### src/rtl/regfile_ctrl_pkg.sv
// Shared constants and types for the register-file write-port arbiter.
// Imported by the arbiter top level and the pending-load scoreboard.
package regfile_ctrl_pkg;

    localparam int DEFAULT_DATA_W = 32;
    localparam int DEFAULT_ADDR_W = 5;

    localparam logic [4:0] REG_ZERO = 5'd0;

    typedef enum logic [1:0] {
        GNT_NONE,
        GNT_ALU,
        GNT_LD
    } grant_e;

endpackage

### src/rtl/reg_scoreboard.sv
// Per-register pending-load busy bits with set-priority update and two
// combinational query ports for load-use hazard detection.
module reg_scoreboard
    import regfile_ctrl_pkg::*;
#(
    parameter int ADDR_W = DEFAULT_ADDR_W
) (
    input  logic              clk,
    input  logic              reset,
    input  logic              set_valid,
    input  logic [ADDR_W-1:0] set_reg,
    input  logic              clr_valid,
    input  logic [ADDR_W-1:0] clr_reg,
    input  logic [ADDR_W-1:0] query1,
    input  logic [ADDR_W-1:0] query2,
    output logic              hit1,
    output logic              hit2
);

    localparam int NREGS = 1 << ADDR_W;

    logic [NREGS-1:0] busy_reg;
    logic [NREGS-1:0] busy_next;

    genvar gi;
    generate
        for (gi = 0; gi < NREGS; gi++) begin : g_busy
            if (gi == 0) begin : g_zero
                // $zero can never hold a pending load
                assign busy_next[gi] = 1'b0;
            end else begin : g_bit
                logic set_hit;
                logic clr_hit;
                assign set_hit = set_valid && (set_reg == ADDR_W'(gi));
                assign clr_hit = clr_valid && (clr_reg == ADDR_W'(gi));
                // A new issue outranks a returning load to the same register
                assign busy_next[gi] = set_hit | (busy_reg[gi] & ~clr_hit);
            end
        end
    endgenerate

    always_ff @(posedge clk) begin
        if (reset) begin
            busy_reg <= '0;
        end else begin
            busy_reg <= busy_next;
        end
    end

    assign hit1 = busy_reg[query1];
    assign hit2 = busy_reg[query2];

endmodule

### src/rtl/regfile_write_arbiter.sv
// Arbitrates the register-file write port between ALU writeback (priority)
// and load returns (starvation-protected); tracks pending loads for decode.
module regfile_write_arbiter
    import regfile_ctrl_pkg::*;
#(
    parameter int DATA_W       = DEFAULT_DATA_W,
    parameter int ADDR_W       = DEFAULT_ADDR_W,
    parameter int STARVE_LIMIT = 4
) (
    input  logic              clk,
    input  logic              reset,
    input  logic              AluValid,
    input  logic [ADDR_W-1:0] AluReg,
    input  logic [DATA_W-1:0] AluData,
    output logic              AluReady,
    input  logic              LdValid,
    input  logic [ADDR_W-1:0] LdReg,
    input  logic [DATA_W-1:0] LdData,
    output logic              LdReady,
    input  logic              IssueValid,
    input  logic [ADDR_W-1:0] IssueReg,
    input  logic [ADDR_W-1:0] QueryReg1,
    input  logic [ADDR_W-1:0] QueryReg2,
    output logic              Hazard,
    output logic              RegWrite,
    output logic [ADDR_W-1:0] WriteRegister,
    output logic [DATA_W-1:0] WriteData
);

    localparam int STARVE_W = $clog2(STARVE_LIMIT + 1);
    localparam logic [STARVE_W-1:0] STARVE_MAX = STARVE_W'(STARVE_LIMIT);

    grant_e             grant;
    logic [ADDR_W-1:0]  sel_reg;
    logic [DATA_W-1:0]  sel_data;

    logic [STARVE_W-1:0] starve_cnt_reg;
    logic [STARVE_W-1:0] starve_cnt_next;

    logic               write_en_reg;
    logic               write_en_next;
    logic [ADDR_W-1:0]  write_reg_reg;
    logic [DATA_W-1:0]  write_data_reg;

    logic               hit1;
    logic               hit2;

    always_comb begin
        grant    = GNT_NONE;
        sel_reg  = '0;
        sel_data = '0;
        if (LdValid && (!AluValid || starve_cnt_reg == STARVE_MAX)) begin
            grant    = GNT_LD;
            sel_reg  = LdReg;
            sel_data = LdData;
        end else if (AluValid) begin
            grant    = GNT_ALU;
            sel_reg  = AluReg;
            sel_data = AluData;
        end
    end

    assign AluReady = (grant == GNT_ALU);
    assign LdReady  = (grant == GNT_LD);

    always_comb begin
        starve_cnt_next = '0;
        if (LdValid && !LdReady) begin
            starve_cnt_next = (starve_cnt_reg == STARVE_MAX) ? starve_cnt_reg
                                                             : starve_cnt_reg + 1'b1;
        end
    end

    // Writes aimed at $zero are still accepted, just never reach the file
    assign write_en_next = (grant != GNT_NONE) && (sel_reg != ADDR_W'(REG_ZERO));

    always_ff @(posedge clk) begin
        if (reset) begin
            starve_cnt_reg <= '0;
            write_en_reg   <= 1'b0;
            write_reg_reg  <= '0;
            write_data_reg <= '0;
        end else begin
            starve_cnt_reg <= starve_cnt_next;
            write_en_reg   <= write_en_next;
            if (grant != GNT_NONE) begin
                write_reg_reg  <= sel_reg;
                write_data_reg <= sel_data;
            end
        end
    end

    assign RegWrite      = write_en_reg;
    assign WriteRegister = write_reg_reg;
    assign WriteData     = write_data_reg;

    reg_scoreboard #(
        .ADDR_W(ADDR_W)
    ) u_scoreboard (
        .clk      (clk),
        .reset    (reset),
        .set_valid(IssueValid),
        .set_reg  (IssueReg),
        .clr_valid(LdReady),
        .clr_reg  (LdReg),
        .query1   (QueryReg1),
        .query2   (QueryReg2),
        .hit1     (hit1),
        .hit2     (hit2)
    );

    assign Hazard = hit1 | hit2;

endmodule
### config.mk
export PLATFORM = sky130hd
export DESIGN_NAME = regfile_write_arbiter
export DESIGN_NICKNAME = d
export VERILOG_FILES = /design/src/rtl/regfile_ctrl_pkg.sv /design/src/rtl/reg_scoreboard.sv /design/src/rtl/regfile_write_arbiter.sv
export SDC_FILE = /design/constraint.sdc
export NUM_CORES = 1
export LEC_CHECK = 0
export CAP_MARGIN = 20
export CORE_MARGIN = 1
export CORE_UTILIZATION = 42
export CTS_BUF_LIST = sky130_fd_sc_hd__clkbuf_8
export DETAILED_ROUTE_END_ITERATION = 6
export HOLD_SLACK_MARGIN = 0.15
export PLACE_DENSITY = 0.77
export SKIP_CTS_REPAIR_TIMING = 1
export SLEW_MARGIN = 15
export SYNTH_ARGS = -nofsm -noshare
export SYNTH_HDL_FRONTEND = slang
export SYNTH_SLANG_ARGS = --single-unit
export TNS_END_PERCENT = 1
### constraint.sdc
create_clock -name clk -period 3 [get_ports clk]
set_clock_uncertainty 0.1 [all_clocks]
set_input_delay 0.9 -clock clk [delete_from_list [all_inputs] [get_ports clk]]
set_output_delay 0.9 -clock clk [all_outputs]
set_load 0.05 [all_outputs]
Word level (Yosys, flattened, before mapping):

Index checks and enable logic that the tools add are counted.

* word-level logic and storage cells: 250
* memory bits (writable): 0
* bits in latches: 0
* memories: 0
* output and inout bits: 41
* ROM bits: 0
* bits in registers: 73

* divide/modulo/power cells: 0
* bitwise gates (word level): 95
* shift operators: 0
* reduce and logical (&&, ||, !) cells: 71
* mux-type cells: 10
* $lt $le $gt $ge: 2
* add/sub/neg operators: 1
* equality and inequality tests: 65
* multipliers: 0

Operators by type and width (number)
* $eq A5 B5 Y1 const B: 32
* $eq A5 B4 Y1 const B: 16
* $logic_and A1 B1 Y1: 65
* $mux W32: 2
* $eq A5 B3 Y1 const B: 8
* $not A1 Y1: 32
* $or A1 B1 Y1: 32
* $and A1 B1 Y1: 31
* $eq A5 B2 Y1 const B: 4
* $lt A5 B6 Y1 const B: 2
* $bmux W1 S5: 2
* $eq A5 B1 Y1 const B: 2
* $mux W5: 2
* $reduce_bool A5 Y1: 1
* $add A3 B1 Y3 const B: 1
* $eq A3 B3 Y1 const B: 1
* $mux W1: 3
* $eq A2 B1 Y1 const B: 1
* $eq A2 B2 Y1 const B: 1
* $logic_not A1 Y1: 2
* $mux W2: 1
* $reduce_bool A2 Y1: 1
* $reduce_or A2 Y1: 1
* $logic_or A1 B1 Y1: 1

Longest topological paths before layout:

Gate-level depths: netlist of run 1.

* depth in word-level cells: 9
* depth in mapped cells: 10

Hierarchy:

A second synthesis of run 1 with hierarchy kept.

* cell total of the unflattened synthesis: 439
* area total of the unflattened synthesis: 3714.8 um2

By module, submodules not included
* regfile_write_arbiter: seq. area each 820.8 um2, area each 1868.0 um2, cells an instance 202, times used 1
* reg_scoreboard: seq. area each 620.6 um2, area each 1846.8 um2, cells an instance 237, times used 1

Worst setup path after synthesis of run 1:

Ideal clock, no wire load.

* path kind: in2out
* start: input QueryReg1[2]
* end: output Hazard
* arrival: 2401 ps
* buffers on the path: 1
* path slack: -401 ps
* stages on the path: 5
* path through: buf_1 > mux2_2 > a221oi_1 > o221ai_1 > a221o_1

* longest elaborated chain between the ends: 3

RTL lines
* start: declaration: line regfile_write_arbiter.sv:22 `input logic [ADDR_W-1:0] QueryReg1,`
* $bmux W1 S5: line reg_scoreboard.sv:50 `assign hit1 = busy_reg[query1];`
* $mux W1 (implied by the code): line reg_scoreboard.sv:50
* $or A1 B1 Y1: line regfile_write_arbiter.sv:112 `assign Hazard = hit1 | hit2;`
* end: declaration: line regfile_write_arbiter.sv:24 `output logic Hazard,`

Every way passes these cells. The select of a mux whose other input is x is not followed.

Worst setup path after layout of run 1:

* start: input QueryReg1[0]
* end: output Hazard

Same word-level chain as after synthesis.

==> out/metrics.cfg, run 1 <==
[run_status]
status = finished, violations left
violations = setup timing

[grt]
grt_first_pass_wirelength_um = 18900
antenna_found_initial = 0
grt_max_degree = 42
gr-total-overflow = 0
grt_pass1_vias = 3973
grt.total_usage_pct = 24.8

[logic_synthesis]
synth.mux.area_fraction_pct = 12.8
yosysSeqAreaShare_pct = 38.3
synth-compound-area-share_pct = 12.4
syn_area_per_cell_um2 = 8.37
syn-cell-area_mm2 = 0.00377
yosys.cell_types.count = 42
ys_warn_count = 0
synth-seq-cells = 72
yosysTopAreaCell = dfxtp_1
synth_area_leaders = dfxtp_1, nor2_1, nor3b_1
synth_simple_gate_area_share_pct = 30.9
synth_fa_ha_area_share_pct = 0.664
yosysTopAreaCellShare_pct = 38.3
syn_inst = 450
synth-xor-area-share_pct = 0
synth_top_family_by_area = simple AND/OR/NAND/NOR gates
syn-num-nets = 546

[clock_tree]
cts_tree = done
cts_max_level = 3
clock_latency_ns = 0.34
numCtsBuffers = 9
root_buffer = clkbuf_8
clock_path_buffers = 2
clkTransAtPathRegs_ns = 0.08
cts.sinks = 72

[place]
place_ws_ns = -1.00
place.gp.congestion = 0.916
detailed_place_hpwl_um = 8270
numPortBuffers = 134
dpl-instance-area_mm2 = 0.00527
dp_cells = 676

[routing]
avgViaCountPerCell = 5.73
ant_nets = 0
avgRoutedWirePerCell_um = 16.7
drc = 0
first_iter_violations = 202
via_count = 3974
dr.pass1.iters = 4
wirelength_um = 11600

[sta]
finalHoldViolations = 0
setup_viol_count_final = 1
rsz0062_at_grt = true
period_share_pct = 114
max_freq_ghz = 0.292
finalCriticalPeriod_ns = 3.43
relSlewSlack_pct = 64.1
fin_ws_ns = -0.426
max_slew.worst_pin.slew_ns = 0.537
drv_slew = 0

[critical_path]
cp-startpoint = QueryReg1[0]
critPathRequiredTime_ns = 2.00
worst-setup-path-type = input pin to output pin
endpoint = Hazard
max_stage_delay_ns = 0.48
cpMostUsedCell = buf_8
reg2reg_to = WriteData[14]$_SDFFE_PP0P_
r2r_start = starve_cnt_reg[0]$_SDFFE_PP0N_
r2r_cells = 8
crit_fanout = 5
reg2reg_slack_ns = 1.09
slowest_stage = mux4_2
path_cells = buf_8 > buf_6 > mux4_2 > mux2i_1 > o221ai_1 > a221o_2 > buf_8
start_kind = input pin
cp-end-kind = output pin
cp_data_arrival_time_ns = 2.43

[final_layout]
area_delta_synth_final_pct = 49.9
layout.nets = 677
design_area_mm2 = 0.00564
final_common_cell = clkdlybuf4s50_1
fill_cells = 705
num_antenna_cells = 0
fin_util_pct = 64.7
final_cell_mix = clkdlybuf4s50_1, dfxtp_1, nor2_1, nand2_1
largest_reg_flops = 32
drive_gt1_share_pct = 11.9
fin_cells = 694

[pwr]
ir_drop_mv = 0.274
powerDensity_mw_per_mm2 = 464
total_power_w = 0.00262
p_leak_nw = 2.15

[run]
drv_cap = 0

[floorplan]
start_util_pct = 43.2
die_area_mm2 = 0.00935
coreArea_mm2 = 0.00872
fp-row-count = 34
die_w_um = 96.7
die_y_um = 96.7
pin_count = 135

[min_path]
worstHoldPathType = register to register

-- Yosys cell counts --
| cell type | count |
|---|---|
| a2111oi_0 | 2 |
| a211oi_1 | 1 |
| a21bo_2 | 1 |
| a21oi_1 | 33 |
| a221o_1 | 2 |
| a221oi_1 | 1 |
| a22oi_1 | 1 |
| a31oi_1 | 5 |
| and2_1 | 4 |
| and2b_1 | 1 |
| and3_1 | 1 |
| and3b_1 | 1 |
| buf_1 | 1 |
| buf_2 | 7 |
| buf_4 | 2 |
| buf_6 | 1 |
| clkbuf_1 | 26 |
| dfxtp_1 | 72 |
| ha_1 | 2 |
| inv_1 | 7 |
| mux2_2 | 2 |
| mux2i_1 | 9 |
| mux4_1 | 8 |
| mux4_2 | 7 |
| nand2_1 | 38 |
| nand2_2 | 1 |
| nand2b_1 | 4 |
| nand3_1 | 14 |
| nand3b_1 | 1 |
| nand4_1 | 4 |
| nand4b_1 | 3 |
| nor2_1 | 72 |
| nor2b_1 | 8 |
| nor3_1 | 2 |
| nor3b_1 | 34 |
| nor4_1 | 32 |
| o21ai_0 | 30 |
| o221ai_1 | 2 |
| o22ai_1 | 1 |
| o41ai_1 | 3 |
| or2_2 | 3 |
| or4_1 | 1 |
-- routing by layer --
layer | vias up | track usage [%] | part of all wire, %
li1 | 1884 | - | -
met1 | 1897 | 30.7 | 41
met2 | 174 | 40.4 | 49
met3 | 19 | 7.30 | 8.7
met4 | 0 | 9.87 | 1.9
met5 | - | 0 | 0
-- worst max-delay path, delay by kind of cell --
kind	cells	cell delay [ns]
AO/OA/AOI/OAI	2	0.53
buffers and inverters	3	0.35
multiplexers	2	0.63
-- worst min-delay path by stage --
stage | start | to | slack, ns | depth (start not counted)
after global placement | WriteData[7]$_SDFFE_PP0P_ | WriteData[7]$_SDFFE_PP0P_ | 0.36 | 2
after detailed placement | WriteData[7]$_SDFFE_PP0P_ | WriteData[7]$_SDFFE_PP0P_ | 0.37 | 2
after global routing | WriteData[7]$_SDFFE_PP0P_ | WriteData[7]$_SDFFE_PP0P_ | 0.41 | 2
final | WriteData[7]$_SDFFE_PP0P_ | WriteData[7]$_SDFFE_PP0P_ | 0.37 | 2
after CTS | WriteData[7]$_SDFFE_PP0P_ | WriteData[7]$_SDFFE_PP0P_ | 0.38 | 2
after floorplan | u_scoreboard.busy_reg[2]$_SDFF_PP0_ | u_scoreboard.busy_reg[2]$_SDFF_PP0_ | 0.35 | 2
-- cells by family (layout without fill, tap and decap cells) --
| group | after synthesis | count (layout) |
|---|---|---|
| AO/OA/AOI/OAI | 82 | 82 |
| adder cells (fa/ha/maj) | 2 | 2 |
| buffers and inverters | 44 | 180 |
| flip-flops | 72 | 72 |
| multiplexers | 26 | 26 |
| AND/OR/NAND/NOR | 224 | 224 |
-- metrics by stage --
stage | hold slack, ns | TNS, ns
after floorplan | 0.348 | -0.225
after global placement | 0.361 | -0.966
after detailed placement | 0.367 | -1.04
after CTS | 0.377 | -1.05
after global routing | 0.406 | -0.501
final | 0.375 | -0.426
-- layout make-up --
type	count	area, µm²	area share [%]
clock buffer	11	151	2.68
tap	108	135	2.39
inverter	7	26.3	0.466
clock inverter	5	103	1.82
sequential	72	1440	25.5
multi-input combinational	334	2180	38.6
timing repair buffer	157	1610	28.6
-- power breakdown --
part	switching (W)	internal [W]	total, W
logic	0.000344	0.000285	0.000629
clock network	0.000361	0.000596	0.000957
registers	0.0000277	0.00100	0.00103
total	0.000733	0.00189	0.00262
Power figures use the tool's default switching activity.
==> run 2, diff against run 1 <==
- SLEW_MARGIN: 15 -> 20
- TNS_END_PERCENT: 1 -> not set
==> results of run 2 <==
The final DEF is identical to that of run 1; final timing and power are the same.
==> run 3, diff against run 2 <==
- CAP_MARGIN: 20 -> 10
==> results of run 3 <==
The final DEF is identical to that of run 1; final timing and power are the same.
